--- src/rtl/program_sequencer.sv ---
// program_sequencer: fetch/decode/issue sequencer handling HALT/JMP/JNZ locally, other ops via ICU handshake
module program_sequencer #(
  parameter int N          = 2,
  parameter int FETCH_WAIT = 1
) (
  input  logic         clk,
  input  logic         rst,
  input  logic         start,
  input  logic         step_mode,
  input  logic         step,
  output logic [N-1:0] rom_addr,
  input  logic [7:0]   rom_data,
  output logic         exec_valid,
  output logic [3:0]   exec_op,
  output logic [3:0]   exec_arg,
  input  logic         exec_ready,
  input  logic         flag,
  output logic [N-1:0] pc,
  output logic         busy,
  output logic         halted
);
  localparam int CW = FETCH_WAIT > 1 ? $clog2(FETCH_WAIT) : 1;
  typedef enum logic [2:0] {IDLE, FETCH, DECODE, ISSUE, STEP_WAIT, HALTED} state_t;
  state_t       state;
  state_t       nxt;
  logic [7:0]   ir;
  logic [CW-1:0] cnt;
  logic [N-1:0] target;
  assign rom_addr = pc;
  assign target   = ir[N-1:0];
  assign nxt      = step_mode ? STEP_WAIT : FETCH;
  assign busy     = state inside {FETCH, DECODE, ISSUE, STEP_WAIT};
  assign halted   = state == HALTED;
  always_ff @(posedge clk or negedge rst)
    if (!rst) begin
      state      <= IDLE;
      pc         <= '0;
      ir         <= '0;
      cnt        <= '0;
      exec_valid <= 1'b0;
      exec_op    <= '0;
      exec_arg   <= '0;
    end else
      case (state)
        IDLE, HALTED:
          if (start) begin
            pc    <= '0;
            cnt   <= '0;
            state <= FETCH;
          end
        FETCH:
          if (cnt == CW'(FETCH_WAIT - 1)) begin
            ir    <= rom_data;
            cnt   <= '0;
            state <= DECODE;
          end else
            cnt <= cnt + 1'b1;
        DECODE:
          case (ir[7:4])
            4'hF: state <= HALTED;
            4'hE: begin
              pc    <= target;
              state <= nxt;
            end
            4'hD: begin
              pc    <= flag ? target : pc + 1'b1;
              state <= nxt;
            end
            default: begin
              exec_valid <= 1'b1;
              exec_op    <= ir[7:4];
              exec_arg   <= ir[3:0];
              state      <= ISSUE;
            end
          endcase
        ISSUE:
          if (exec_ready) begin
            exec_valid <= 1'b0;
            pc         <= pc + 1'b1;
            state      <= nxt;
          end
        STEP_WAIT: if (step || !step_mode) state <= FETCH;
        default: state <= IDLE;
      endcase
endmodule

--- config.mk ---
export PLATFORM = sky130hd
export DESIGN_NAME = program_sequencer
export DESIGN_NICKNAME = d
export VERILOG_FILES = /design/src/rtl/program_sequencer.sv
export SDC_FILE = /design/constraint.sdc
export NUM_CORES = 1
export LEC_CHECK = 0
export ABC_AREA = 1
export CORE_ASPECT_RATIO = 0.5
export CORE_UTILIZATION = 40
export CTS_CLUSTER_SIZE = 28
export DETAILED_ROUTE_END_ITERATION = 10
export GPL_ROUTABILITY_DRIVEN = 0
export PLACE_DENSITY = 0.68
export SYNTH_ARGS = -nofsm -noshare
export SYNTH_HDL_FRONTEND = slang
export SYNTH_SLANG_ARGS = --single-unit
--- constraint.sdc ---
create_clock -name clk -period 2.5 [get_ports clk]
set_input_delay 0.25 -clock clk [delete_from_list [all_inputs] [get_ports clk]]
set_output_delay 0.25 -clock clk [all_outputs]
set_load 0.005 [all_outputs]
==> results by group, run 1 <==
Logic synthesis
  – Post-synth top area share: 0.474
  – Ys async rst share: 1.00
  – Synth Flop Type: dfrtp_1
  – Yosys warns: 0
  – Seq/Total Area, Yosys: 0.474
  – Count leader, synth: nand2_1
  – Post-synth EDFFs: 0
  – Post-synth top cells: nand2_1 (43), dfrtp_1 (22), inv_1 (18)
  – Synth Register Bits: 22
  – Post-synthesis cell type count: 23
  – Synthesized area: 0.00116 mm^2
  – Synth area leader: dfrtp_1
  – Syn nets: 159
  – Mapped Cells: 144
  – Synth top area cells: dfrtp_1 (47%), nand2_1 (14%), o21ai_2 (6.0%), inv_1 (5.8%), nor2_1 (4.2%)
  – Avg Cell Area, Syn: 8.07 um^2

STA
  – Slew margin rel.: 0.771
  – Tcrit/Tclk final: 0.736
  – Slew Viols, Final: 0
  – Fin crit period: 1840 ps
  – RSZ-0062 raised after global routing: no
  – Slew @ Worst Pin: 344 ps
  – Setup TNS Final: 0 ps
  – Setup WS post-layout: 661 ps
  – Fmax: 544 MHz
  – Final hold violation count: 0
  – Setup violations, final: 0
  – Clock skew: 5.51 ps

Routing
  – DR WL/cell: 10.3 um
  – DR iter-0 viols: 38
  – Routed via count: 946
  – First-pass DRT Iterations: 4
  – Number of antenna-violating nets in the routed design: 0
  – Drt via density: 4.48
  – DRC viols: 0
  – Total routed wirelength: 2.17 mm

Setup path
  – CP cell instances: nor2_1, nand2_1, nand2_1, clkdlybuf4s50_1
  – FF-to-FF path depth: 6
  – Max incr delay on CP: 480 ps
  – Buf+Inv Stages, Crit Path: 1
  – Startpoint types: flip-flop
  – Crit path max-delay family: buffers and inverters
  – R2R Setup Slk: 1120 ps
  – Crit path top cell by count: nand2_1
  – Worst path required time: 2250 ps
  – R2R Path End: exec_op[3]$_DFFE_PN0P_
  – CP endpoint kind: output port
  – Crit Reg-Reg Startpoint: state[2]$_DFFE_PN0P_
  – Worst Path Max Fanout: 5
  – CP arrival: 1590 ps
  – Worst path slowest cell: clkdlybuf4s50_1
  – Critical path type: reg -> out

Clocking
  – CTS Buffer Depth: 2
  – H-tree Lvls: 1
  – CTS root buf: clkbuf_8
  – Sink Count: 22
  – Post-CTS sizing: 0
  – Post-CTS setup buffers: 0
  – Cts hold-fix bufs: 0
  – Skew-Pair Late Insertion Delay: 260 ps
  – CTS tree: done
  – Clock-pin slew on the worst setup and hold paths: 80 ps
  – Num CTS Buffers: 3

Status
  – Status: finished clean

Finish
  – Layout cells sized above 1: 0.149
  – Final net count: 190
  – Fin util: 0.574
  – Final cell count without fillers: 211
  – Multi-input gate area: 505 um^2
  – Reg area: 551 um^2
  – Area Overhead vs Synth: 31.6%
  – Filler cell count: 247
  – Diode count: 0

Place
  – Placed Cells: 207
  – I/O Buffers: 29
  – Post-DP HPWL: 1.60 mm
  – Dpl ws: 935 ps

Worst hold path
  – Hold crit path type: in -> async

Floorplanning
  – DIE HEIGHT: 40.1 um
  – Num rows: 13
  – Die area: 0.00314 mm^2
  – Core area: 0.00267 mm^2
  – Initial Util: 0.436
  – Number of I/O pins: 30
  – Die extent in x: 78.2 um

Global route
  – Largest net degree at the start of global routing: 23
  – Global-route wire length before repair: 3.44 mm
  – Number of global-route vias before repair: 792
  – Initial antenna violation count: 0
  – GRT Total Usage: 0.147
  – GRT overflow: 0

Pwr
  – Pwr Density: 1310 mW/mm^2
  – Pleak: 0.763 nW
  – Worst vdd ir: 0.564 mV
  – Total power: 2.00 mW

Flow run
  – Number of max-cap violations: 0
layer usage:
layer,share of wire,up-vias,GRT usage
li1,-,512,-
met1,0.52,420,0.189
met2,0.46,14,0.268
met3,0.018,0,0.0409
met4,0,0,0.0139
met5,0,-,0
placed cells by master, fill, tap and decap left out:
| cell type | synthesis | final |
|---|---|---|
| clkbuf_8 | 0 | 4 |
| nand3_1 | 7 | 7 |
| o21ai_0 | 3 | 3 |
| inv_2 | 2 | 2 |
| nand3_4 | 1 | 1 |
| nor2_4 | 2 | 2 |
| nor2_1 | 13 | 13 |
| xnor2_1 | 1 | 1 |
| clkdlybuf4s50_1 | 0 | 29 |
| buf_4 | 2 | 1 |
| nor3_1 | 1 | 1 |
| nand2_1 | 43 | 43 |
| nand2_2 | 4 | 4 |
| nor2_2 | 1 | 1 |
| o21ai_1 | 1 | 1 |
| inv_1 | 18 | 18 |
| dfrtp_1 | 22 | 22 |
| a21oi_1 | 9 | 9 |
| nand2_4 | 1 | 1 |
| nand4_1 | 1 | 1 |
| nand3_2 | 1 | 1 |
| o21ai_2 | 8 | 8 |
| a22oi_2 | 1 | 1 |
sequential cells by signal, summed over array words and instances, names as in the netlist:
register and flops:
exec_arg 4, exec_op 4, pc 2, exec_valid 1, state 3, ir 8
worst register-to-register path: stages, from the launching register on:
cell	delay, ps
dfrtp_1	420
inv_2	120
nand2_4	90
nor2_4	170
nand3_4	250
nand2_1	150
o21ai_2	60
power by group:
part / internal (mW) / switching, mW / total [mW]
Combinational: 0.487 / 0.609 / 1.10
Clock: 0.140 / 0.114 / 0.254
Sequential: 0.535 / 0.118 / 0.653
Total: 1.16 / 0.840 / 2.00
worst max path at each step:
stage                               from                    to  slack (ps)  cells after the start
floorplan           state[0]$_DFFE_PN0P_  state[2]$_DFFE_PN0P_        1310                      6
global placement    state[0]$_DFFE_PN0P_                  busy         990                      4
detailed placement  state[0]$_DFFE_PN0P_                  busy         940                      4
CTS                 state[0]$_DFFE_PN0P_                  busy         630                      4
global route        state[0]$_DFFE_PN0P_                  busy         520                      4
finish              state[0]$_DFFE_PN0P_                  busy         660                      4
stage by stage:
stage	area (um^2)	hold slack [ps]
2_1_floorplan	1160	-45.6
3_3_place_gp	1480	467
3_5_place_dp	1480	467
4_1_cts	1530	335
5_1_grt	1530	346
6_report	1530	330
cell families (layout without fill, tap and decap cells):
kind of cell           after synthesis  in the layout  synth area share
buffers and inverters               24             54            0.0915
AO/OA/AOI/OAI                       22             22             0.127
AND/OR/NAND/NOR                     75             75             0.300
flip-flops                          22             22             0.474
XOR/XNOR                             1              1           0.00754
layout make-up:
type,instances,share of cell area
Sequential cell,22,0.360
Clock buffer,4,0.0360
Inverter,20,0.0491
Multi-Input combinational cell,98,0.330
Tap cell,37,0.0303
Timing Repair Buffer,30,0.195
Note: power is estimated with default switching activity, not from simulation.
==> inputs of run 2 (changes only) <==
--- a/config.mk
+++ b/config.mk
@@ -11,7 +11,7 @@
 export CTS_CLUSTER_SIZE = 28
 export DETAILED_ROUTE_END_ITERATION = 10
 export GPL_ROUTABILITY_DRIVEN = 0
-export PLACE_DENSITY = 0.68
+export PLACE_DENSITY = 0.7
 export SYNTH_ARGS = -nofsm -noshare
 export SYNTH_HDL_FRONTEND = slang
 export SYNTH_SLANG_ARGS = --single-unit
==> constraint.sdc (replaced) <==
create_clock -name clk -period 1.6 [get_ports clk]
set_input_delay 0.16 -clock clk [delete_from_list [all_inputs] [get_ports clk]]
set_output_delay 0.16 -clock clk [all_outputs]
set_load 0.005 [all_outputs]
==> run 2 against run 1 <==
Against the previous run: core utilization grew 2.9 points; clock power grew 110%; cell area grew 5.0%; first-iteration DRC count shrank 16%; clock skew shrank 1.6 ps; non-clock buffer count grew 6; die area is the same; highest routed layer is now met4; sequential share of layout area shrank 1.6 points; power grew 70%; sequential power grew 55%.
==> results by group, run 2 (same netlist as run 1, synthesis figures left out) <==
Global route
  – GRT overflow: 0 (unchanged)
  – Global-route wire length before repair: 3.62 mm (+5.2%)
  – Largest net degree at the start of global routing: 23 (unchanged)
  – Number of global-route vias before repair: 837 (+5.7%)
  – GRT Total Usage: 0.162 (+0.0149)
  – Initial antenna violation count: 0 (unchanged)

Setup path
  – Worst path required time: 1440 ps (-810 ps)
  – CP arrival: 1330 ps (-260 ps)
  – FF-to-FF path depth: 6 (unchanged)
  – Startpoint types: flip-flop
  – Setup crit end: busy
  – Worst Path Max Fanout: 3 (-2)
  – Critical path type: reg -> out
  – R2R Setup Slk: 130 ps (-990 ps)
  – Critical Path Source: state[1]$_DFFE_PN0P_
  – CP endpoint kind: output port
  – Crit Reg-Reg Startpoint: state[0]$_DFFE_PN0P_
  – R2R Path End: exec_op[3]$_DFFE_PN0P_

Floorplanning
  – Initial Util: 0.436 (unchanged)
  – Core area: 0.00267 mm^2 (unchanged)
  – Num rows: 13 (unchanged)
  – DIE HEIGHT: 40.1 um (unchanged)
  – Die area: 0.00314 mm^2 (unchanged)
  – Number of I/O pins: 30 (unchanged)
  – Die extent in x: 78.2 um (unchanged)

Finish
  – Largest regs: ir (8), exec_arg (4), exec_op (4)
  – Commonest non-fill, non-tap cell in the layout: nand2_1
  – Layout cells sized above 1: 0.200 (+0.0506)
  – Reg with most FFs: ir
  – Reg area: 552 um^2 (+0.23%)
  – Diode count: 0 (unchanged)
  – Fin util: 0.602 (+0.0286)
  – Highest-count cells in the layout ignoring fill and taps: nand2_1 (43), clkdlybuf4s50_1 (27), dfrtp_1 (21), inv_1 (17), nor2_1 (12)
  – Filler cell count: 246 (-0.40%)
  – Max reg flops: 8 (unchanged)
  – Final net count: 196 (+3.2%)
  – Multi-input gate area: 518 um^2 (+2.5%)
  – Area Overhead vs Synth: 38.2%

Clocking
  – Clock-pin slew on the worst setup and hold paths: 80 ps (about the same)
  – Cts hold-fix bufs: 0 (unchanged)
  – Skew-Pair Late Insertion Delay: 270 ps (about the same)
  – H-tree Lvls: 1 (unchanged)
  – CTS Buffer Depth: 2 (unchanged)
  – Num CTS Buffers: 3 (unchanged)
  – Sink Count: 22 (unchanged)
  – CTS tree: done
  – CTS root buf: clkbuf_8

Routing
  – DRC viols: 0 (unchanged)
  – DR WL/cell: 10.9 um (+5.5%)
  – First-pass DRT Iterations: 4 (unchanged)
  – Drt via density: 4.53 (+1.1%)
  – DR iter-0 viols: 32 (-16%)
  – Total routed wirelength: 2.36 mm (+8.5%)
  – Number of antenna-violating nets in the routed design: 0 (unchanged)
  – Routed via count: 984 (+4.0%)

Place
  – Dpl ws: 150 ps (-785 ps)
  – Post-DP HPWL: 1.62 mm (+1.5%)
  – I/O Buffers: 29 (unchanged)

STA
  – Clock skew: 3.86 ps (-1.64 ps)
  – Setup WS post-layout: 111 ps (-549 ps)
  – Slew margin rel.: 0.762 (-0.00913)
  – Slew @ Worst Pin: 357 ps (+13.7 ps)
  – Worst hold slack: 233 ps (-96.9 ps)
  – Tcrit/Tclk final: 0.930
  – Fmax: 672 MHz
  – Final hold violation count: 0 (unchanged)
  – RSZ-0062 raised after global routing: no
  – Setup TNS Final: 0 ps (unchanged)
  – Fin crit period: 1490 ps
  – Slew Viols, Final: 0 (unchanged)
  – Setup violations, final: 0 (unchanged)

Pwr
  – Pleak: 0.817 nW (+7.1%)
  – Worst vdd ir: 0.861 mV (+53%)
  – Pwr Density: 2120 mW/mm^2 (+62%)

Worst hold path
  – Hold crit path type: in -> async

Status
  – Status: finished clean

Flow run
  – Number of max-cap violations: 0 (unchanged)
[run 2: cell types whose count changed in the layout (fill, tap and decap cells not counted), sizes merged]
cell           before  now
buf                 1    7
clkdlybuf4s50      29   27
dlygate4sd2         0    1
bufinv              0    1
clkbuf              4    3
dlymetal6s2s        0    1
[run 2: per-layer routing]
layer | up-vias | track usage | wire [um]
met5 | - | 0 | 0
met4 | 0 | 0.0741 | 51
met3 | 6 | 0.0477 | 107
met2 | 24 | 0.309 | 1120
met1 | 437 | 0.179 | 1080
li1 | 517 | - | -
[run 2: metrics by stage]
stage          instances  power, mW  area, um^2
2_1_floorplan        144       2.21        1160
3_3_place_gp         207       2.72        1480
3_5_place_dp         207       2.76        1480
4_1_cts              214       3.38        1580
5_1_grt              217       3.72        1610
6_report             217       3.41        1610
[run 2: final cells by class]
| class | instances | area share |
|---|---|---|
| inverter | 20 | 0.0467 |
| tap | 37 | 0.0288 |
| sequential | 22 | 0.343 |
| multi-input combinational | 98 | 0.322 |
| clock buffer | 3 | 0.0257 |
| clock inverter | 1 | 0.0187 |
| timing repair buffer | 36 | 0.214 |
[run 2: how the worst min path moves through the flow]
stage / to / slack [ps] / depth (start not counted)
floorplan: exec_arg[0]$_DFFE_PN0P_ / -140 / 0
global placement: exec_op[2]$_DFFE_PN0P_ / 470 / 2
detailed placement: exec_arg[0]$_DFFE_PN0P_ / 470 / 2
CTS: exec_op[2]$_DFFE_PN0P_ / 240 / 2
global route: pc[1]$_DFFE_PN0P_ / 270 / 2
finish: pc[0]$_DFFE_PN0P_ / 230 / 2
[run 2: where the power goes]
| group | internal (mW) | switching [mW] |
|---|---|---|
| combinational | 0.848 | 1.03 |
| clock | 0.334 | 0.188 |
| sequential | 0.839 | 0.172 |
[run 2: worst max-delay path, cell delays in order, from the launching register on]
cell and delay [ps]:
dfrtp_1 410, buf_4 150, nor2_4 90, inv_1 60, nand2_1 50, nand2_1 40, dlygate4sd2_1 250
[run 2: timing repair]
action                     CTS  global route
setup endpoints to repair    2             1
resized for setup            6             1
gates cloned                 0             0
setup buffers                3             3
==> inputs of run 3 (changes only) <==
--- a/config.mk
+++ b/config.mk
@@ -8,10 +8,11 @@
 export ABC_AREA = 1
 export CORE_ASPECT_RATIO = 0.5
 export CORE_UTILIZATION = 40
+export CTS_BUF_LIST = sky130_fd_sc_hd__clkbuf_4 sky130_fd_sc_hd__clkbuf_8
 export CTS_CLUSTER_SIZE = 28
 export DETAILED_ROUTE_END_ITERATION = 10
 export GPL_ROUTABILITY_DRIVEN = 0
-export PLACE_DENSITY = 0.7
+export PLACE_DENSITY = 0.67
 export SYNTH_ARGS = -nofsm -noshare
 export SYNTH_HDL_FRONTEND = slang
 export SYNTH_SLANG_ARGS = --single-unit
==> run 3 against run 2 <==
Against the previous run: cell area rose by 0.47%; power rose by 0.70%; register-to-register slack improved by 20 ps; final cell count rose by 0.46%; sequential share of layout area fell by 0.16 points; hold slack improved by 3.1 ps; non-clock buffer count rose by 1; highest routed layer unchanged; maximum frequency fell by 1.0%; clock power fell by 0.8%; global-route usage rose by 1.1 points.
==> results by group, run 3 (same netlist as run 1, synthesis figures left out) <==
Pwr
  – Pleak: 0.821 nW (+0.45%)
  – Pwr Density: 2130 mW/mm^2 (+0.23%)
  – Worst vdd ir: 0.890 mV (+3.4%)

Flow run
  – Number of max-cap violations: 0 (unchanged)

Routing
  – DR WL/cell: 10.9 um (about the same)
  – Number of antenna-violating nets in the routed design: 0 (unchanged)
  – Total routed wirelength: 2.37 mm (+0.55%)
  – DR iter-0 viols: 23 (-28%)
  – DRC viols: 0 (unchanged)
  – First-pass DRT Iterations: 4 (unchanged)
  – Routed via count: 1,019 (+3.6%)
  – Drt via density: 4.67 (+3.1%)

Global route
  – Initial antenna violation count: 0 (unchanged)
  – Largest net degree at the start of global routing: 23 (unchanged)
  – GRT met3 Usage: 0.0545 (+0.00682)
  – GRT overflow: 0 (unchanged)
  – Global-route wire length before repair: 3.99 mm (+10%)
  – Number of global-route vias before repair: 908 (+8.5%)
  – Met2 Track Usage GR: 0.305 (-0.00439)
  – Routing usage on met1: 0.214 (+0.0353)
  – GRT Total Usage: 0.174 (+0.0113)
  – Gr busiest metal: met2

Clocking
  – CTS tree: done
  – Cts hold-fix bufs: 0 (unchanged)
  – Sink Count: 22 (unchanged)
  – Skew-Pair Late Insertion Delay: 260 ps (about the same)
  – H-tree Lvls: 1 (unchanged)
  – Num CTS Buffers: 3 (unchanged)
  – Clock-pin slew on the worst setup and hold paths: 80 ps (about the same)
  – CTS Buffer Depth: 2 (unchanged)
  – CTS root buf: clkbuf_8

Setup path
  – Critical Path Source: state[1]$_DFFE_PN0P_
  – Startpoint types: flip-flop
  – CP arrival: 1340 ps (about the same)
  – Crit Reg-Reg Startpoint: state[0]$_DFFE_PN0P_
  – CP endpoint kind: output port
  – Worst Path Max Fanout: 3 (unchanged)
  – Worst path required time: 1440 ps (about the same)
  – Critical path type: reg -> out

Status
  – Status: finished clean

STA
  – Final hold violation count: 0 (unchanged)
  – Slew Viols, Final: 0 (unchanged)
  – Fmax: 665 MHz (-1.0%)
  – Slew margin rel.: 0.777 (+0.0153)
  – Tcrit/Tclk final: 0.940 (+0.00939)
  – Slew @ Worst Pin: 334 ps (-22.9 ps)
  – Fin crit period: 1500 ps (+15.0 ps)
  – Worst hold slack: 236 ps (+3.15 ps)
  – Setup TNS Final: 0 ps (unchanged)
  – Setup violations, final: 0 (unchanged)
  – Clock skew: 2.27 ps (-1.59 ps)

Finish
  – Commonest non-fill, non-tap cell in the layout: nand2_1
  – Final cell count without fillers: 218 (+0.46%)
  – Filler cell count: 239 (-2.8%)
  – Highest-count cells in the layout ignoring fill and taps: nand2_1 (43), clkdlybuf4s50_1 (27), dfrtp_1 (21), inv_1 (16), nor2_1 (12)
  – Area Overhead vs Synth: 38.9%
  – Max reg flops: 8 (unchanged)
  – Final net count: 197 (+0.51%)
  – Reg area: 552 um^2 (unchanged)
  – Layout cells sized above 1: 0.210 (+0.00994)
  – Multi-input gate area: 518 um^2 (unchanged)
  – Largest regs: ir (8), exec_arg (4), exec_op (4)
  – Reg with most FFs: ir
  – Diode count: 0 (unchanged)

Place
  – Placed Cells: 207 (unchanged)
  – Post-DP HPWL: 1.60 mm (-1.3%)
  – I/O Buffers: 29 (unchanged)

Floorplanning
  – Core area: 0.00267 mm^2 (unchanged)
  – Die extent in x: 78.2 um (unchanged)
  – Num rows: 13 (unchanged)
  – Initial Util: 0.436 (unchanged)
  – Die area: 0.00314 mm^2 (unchanged)
  – DIE HEIGHT: 40.1 um (unchanged)
  – Number of I/O pins: 30 (unchanged)

Worst hold path
  – Hold crit path type: in -> async
-- run 3: path summary, 6_finish.rpt --
path | endpoint | slack, ps | depth (start not counted)
hold / removal | exec_op[1]$_DFFE_PN0P_ | 240 | 2
min in group clk | ir[6]$_DFFE_PN0P_ | 460 | 3
setup reg to reg | exec_arg[0]$_DFFE_PN0P_ | 150 | 6
hold reg to reg | exec_arg[3]$_DFFE_PN0P_ | 480 | 2
setup / recovery | busy | 100 | 6
max in group asynchronous | state[0]$_DFFE_PN0P_ | 1120 | 2
-- run 3: critical path, stage by stage (launching register included) --
cell and delay, ps:
dfrtp_1 390, buf_4 160, nor2_4 130, inv_2 50, nand2_1 60, nand2_1 50
dlygate4sd2_1 250
-- run 3: through the flow --
step | power, mW | worst slack, ps | instance area, um^2 | utilization
finish | 3.44 | 96.4 | 1610 | 0.605
global route | 3.77 | -6.89 | 1610 | 0.605
CTS | 3.38 | 45.8 | 1590 | 0.597
detailed placement | 2.76 | 143 | 1480 | 0.553
global placement | 2.72 | 186 | 1480 | 0.553
floorplan | 2.21 | 410 | 1160 | -
-- run 3: layout make-up --
cell class	instances	area share
Sequential cell	22	0.342
Multi-Input combinational cell	98	0.321
Timing Repair Buffer	37	0.218
Inverter	20	0.0465
Tap cell	37	0.0287
Clock buffer	3	0.0256
Clock inverter	1	0.0186
-- run 3: routing by layer --
layer,wire (um),vias up
li1,-,521
met1,1080,462
met2,1110,30
met3,134,6
met4,41,0
met5,0,-
-- run 3: repair_timing --
action                                  in CTS  in global routing
gates resized for setup                      4                  4
endpoints found under the hold margin        0                  0
pin swaps                                    1                  0
buffers inserted                             5                  2
endpoints found under the setup margin       2                  2
-- run 3: report_power, final --
part / leakage [nW] / internal (mW) / switching (mW)
Clock: 0.0357 / 0.334 / 0.183
Sequential: 0.259 / 0.839 / 0.163
Combinational: 0.526 / 0.857 / 1.06
==> RTL edit 1 (settings of run 3) <==
The parameter `N` goes from 2 to 1.
--- a/src/rtl/program_sequencer.sv
+++ b/src/rtl/program_sequencer.sv
@@ -1,6 +1,6 @@
 // program_sequencer: fetch/decode/issue sequencer handling HALT/JMP/JNZ locally, other ops via ICU handshake
 module program_sequencer #(
-  parameter int N          = 2,
+  parameter int N          = 1,
   parameter int FETCH_WAIT = 1
 ) (
   input  logic         clk,
Interface: changed (resized pc and rom_addr); port bits go from 30 to 28. No check against the original RTL was run, so the function may have changed too.
==> RTL edit 1 against run 3 <==
  * Synthesized area fell by 6.5%
  * Largest cell class unchanged
  * Wire length fell by 13%
  * Total power fell by 16%
  * Final area fell by 7.9%
  * Global-route usage barely moved
  * Sequential cell count fell by 1
  * Critical path type unchanged
  * Utilization rose by 1.8 points
  * Die area fell by 6.2%
  * Critical path depth fell by 2
  * Worst setup slack improved by 0.066 ns
==> RTL edit 1: results (changes against run 3) <==
[outcome]
status = finished, final reports clean

[global_route]
met1_usage = 0.215  ; +0.000499
use_met3 = 0.0547  ; +0.000142
track_usage = 0.173  ; about the same
grt_max_degree = 22  ; -4.3%
antenna_found_initial = 0  ; unchanged
grt_pass1_vias = 810  ; -11%
grt_pass1_wl_um = 3530  ; -11%
met2_usage = 0.306  ; +0.000979

[setup_path]
crit_path_max_incr_delay_ns = 0.42  ; +0.03 ns
r2r_cells = 5  ; -1
worstPathArrival_ns = 1.28  ; -0.06 ns
timing.reg2reg.setup_slack_ns = 0.16
cp_top_family = flip-flops
crit_fanout = 4  ; +1

[placement]
place_ws_ns = 0.161  ; +0.0178 ns
dp_hpwl_um = 1510  ; -5.7%
io_buffers = 27  ; -6.9%
place_area_um2 = 1390  ; -6.0%
dp_cells = 192  ; -7.2%

[clock_network]
root_buffer = clkbuf_8
cts_made_buffers = 3  ; unchanged
postCtsSetupBuffers = 4  ; -1
clockBufferDepth = 2  ; unchanged
cts.repair.resized = 5  ; +1

[synth]
synth_fa_ha_area_frac = 0  ; unchanged
synth.top_cells.by_count = nand2_1 (48), dfrtp_1 (21), inv_1 (16), nand3_1 (9), o21ai_2 (8)
synth_fp_nets = 146  ; -8.2%
async_reset_ff_frac = 1.00  ; unchanged
synth_cell_type_count = 19  ; -17%
synth_compound_area_frac = 0.144  ; +0.0168
yosysSeqAreaShare = 0.483  ; +0.00969
syn_area_per_cell_um2 = 8.30  ; +2.8%
synth_xor_area_frac = 0  ; -0.00753
synth_area_leaders = dfrtp_1 (48%), nand2_1 (17%), o21ai_2 (6.4%)
synth.area.mux_share = 0  ; unchanged

[timing]
holdWs_ns = 0.228  ; -0.00775 ns
min_period_ns = 1.44  ; -0.0659 ns
fin_skew_ns = 0.00535  ; +0.00308 ns
max_slew_margin = 0.810  ; +0.0336
hold_violations = 0  ; unchanged

[finish]
drive_above_1_share = 0.198  ; -0.0123
nNetsFinal = 183  ; -7.1%

[drt]
vias = 924  ; -9.3%
dr_wl_met2_um = 938  ; -16%
drt_wl_total_um = 2070  ; -13%
wl_per_cell_um = 10.3  ; -5.6%
top_layer = met4
wirelength_met1_um = 1030  ; -4.3%
drt_first_iter_violations = 30  ; +30%
met3_length_um = 89  ; -34%

[power_and_ir_drop]
ir_drop_mv = 0.893  ; +0.25%
leakage_uw = 0.000739  ; -10%
p_switching_uw = 1190  ; -16%

RTL edit 1: cell count changes in the layout (fill, tap and decap cells not counted), moves of 2 or more:
cell             before  now
o21ai_0               3    6
nand2_1              43   48
nand2_2               4    1
nand3_1               6    9
clkdlybuf4s50_1      27   25
a21oi_1               9    1
nor2_4                3    1
nor2_1               12    2
dfrtp_1              21   19
o21ai_1               1    6
nand3_2               2    0
RTL edit 1: power groups by stage:
stage / logic, uW / registers, uW / clock network [uW]
after floorplan: 1020 / 956 / 0
after global placement: 1450 / 959 / 0
after detailed placement: 1480 / 965 / 0
after CTS: 1550 / 947 / 370
after global routing: 1800 / 969 / 396
final: 1580 / 934 / 360
RTL edit 1: area by class of cell:
cell class              count  area, um^2
repair buffers             35         332
well taps                  35        43.8
clock buffers               3        41.3
fillers                   216         901
clock inverters             1        7.51
flip-flops and latches     21         528
multi-input cells          88         463
inverters                  19        71.3
==> RTL edit 2 (settings of run 3) <==
Made on the original files. Make the reset (`rst`) synchronous in one clocked block.
--- a/src/rtl/program_sequencer.sv
+++ b/src/rtl/program_sequencer.sv
@@ -31,7 +31,7 @@
   assign nxt      = step_mode ? STEP_WAIT : FETCH;
   assign busy     = state inside {FETCH, DECODE, ISSUE, STEP_WAIT};
   assign halted   = state == HALTED;
-  always_ff @(posedge clk or negedge rst)
+  always_ff @(posedge clk)
     if (!rst) begin
       state      <= IDLE;
       pc         <= '0;
Formal check against the unedited RTL: differs if rst is asserted again (counterexample within 4 cycles, from zero or initial values and one cycle with rst low); with rst held inactive, the same outputs for 10 cycles.
==> RTL edit 2 against run 3 <==
  * Fmax decreased by 0.80%
  * Synthesized area decreased by 7.3%
  * Sequential cell count unchanged
  * Clock skew increased by 0.0020 ns
  * Register-to-register slack improved by 0.11 ns
  * Wire length increased by 4.2%
  * Final area decreased by 8.1%
  * Total power decreased by 25%
  * Worst setup slack got worse by 0.012 ns
  * Sequential share of layout area decreased by 4.1 points
  * Sequential power decreased by 9.6%
  * Utilization increased by 2.0 points
==> RTL edit 2: results (changes against run 3) <==
[power_and_ir_drop]
leakage_uw = 0.000648  ; -21%
ir_drop_mv = 0.888  ; -0.24%

[finish]
drive_above_1_share = 0.141  ; -0.0694
reg_top3 = ir x8, exec_arg x4, exec_op x4
n_fill_cell = 236  ; -1.3%
ff_latch_area_um2 = 447  ; -19%
nNetsFinal = 201  ; +2.0%

[setup_path]
crit_fanout = 4  ; +1
worstPathArrival_ns = 1.36  ; +0.02 ns

[synth]
synth_ff_type = dfxtp_1
ys_warn_count = 0  ; unchanged
synth_fp_nets = 170  ; +6.9%
yosysSeqAreaShare = 0.409  ; -0.0648
synth.top_cells.by_count = nand2_1 (34), dfxtp_1 (22), nor2_1 (19), inv_1 (18), o21ai_0 (17)
synth_xor_area_frac = 0  ; -0.00753
synth.area.mux_share = 0  ; unchanged
synth_area_leaders = dfxtp_1 (41%), nand2_1 (12%), o21ai_0 (7.9%)
synth_compound_area_frac = 0.168  ; +0.0414
synth_cell_type_count = 21  ; -8.7%
async_reset_ff_frac = 0  ; -1.00

[global_route]
grt_pass1_vias = 862  ; -5.1%
grt_max_degree = 16  ; -30%
antenna_found_initial = 0  ; unchanged
met1_usage = 0.297  ; +0.0829
grt_pass1_wl_um = 4130  ; +3.5%
met2_usage = 0.270  ; -0.0347
track_usage = 0.199  ; +0.0251
use_met3 = 0.0547  ; +0.000142

[drt]
via_per_inst = 4.67  ; about the same
drt_wl_total_um = 2470  ; +4.2%
dr_wl_met2_um = 948  ; -15%
met3_length_um = 132  ; -1.5%
wirelength_met1_um = 1360  ; +27%
drt_first_iter_violations = 59  ; +160%

[placement]
place_ws_ns = 0.186  ; +0.0429 ns
place_area_um2 = 1380  ; -6.2%
dp_hpwl_um = 1820  ; +14%

[run]
maxCapViolCount = 0  ; unchanged

[timing]
worst_pin_slew_ns = 0.387  ; +0.0531 ns
fin_skew_ns = 0.00423  ; +0.00196 ns

[outcome]
status = finished, final reports clean

[worst_hold_path]
hp-class = flop to flop

-- RTL edit 2: cell types whose count changed in the layout (fill, tap and decap cells not counted), sizes merged, moves of 2 or more --
cell,run 3,this run
buf,8,4
nor2,16,22
dfrtp,22,0
nand2,48,37
nor3,1,3
dfxtp,0,22
a21oi,9,15
o21ai,12,18
-- RTL edit 2: final timing paths --
kind                         startpoint                 end  slack [ns]  depth (start not counted)
hold / removal       ir[6]$_SDFFE_PN0P_  ir[6]$_SDFFE_PN0P_        0.48                          2
hold reg to reg      ir[6]$_SDFFE_PN0P_  ir[6]$_SDFFE_PN0P_        0.48                          2
setup reg to reg  state[0]$_SDFFE_PN0P_  ir[6]$_SDFFE_PN0P_        0.26                          6
setup / recovery  state[1]$_SDFFE_PN0P_              halted        0.08                          4
-- RTL edit 2: cell type report --
class / instances / share of cell area
clock inverter: 1 / 0.0202
inverter: 20 / 0.0506
clock buffer: 3 / 0.0278
multi-input combinational: 106 / 0.353
tap: 35 / 0.0295
timing repair buffer: 33 / 0.218
sequential: 22 / 0.301
-- RTL edit 2: metrics by stage --
step,cells,hold WS (ns)
after floorplan,155,0.250
after global placement,215,0.458
after detailed placement,215,0.463
after CTS,220,0.476
after global routing,220,0.492
final,220,0.477
-- RTL edit 2: what timing repair did --
action	4_1_cts	5_1_grt
hold buffers	0	0
setup endpoints to repair	2	2
buffers inserted	1	0
hold endpoints to repair	0	0
pin swaps	1	0
resized for setup	3	5
-- RTL edit 2: critical path, stage by stage, from the launching register on --
cell and delay, ns:
dfxtp_2 0.37, inv_1 0.09, nand3_2 0.08, inv_1 0.06, clkdlybuf4s50_1 0.48
-- RTL edit 2: report_power, final --
part | internal [uW] | switching [uW]
clock | 334 | 190
sequential | 760 | 144
combinational | 535 | 614
total | 1630 | 948
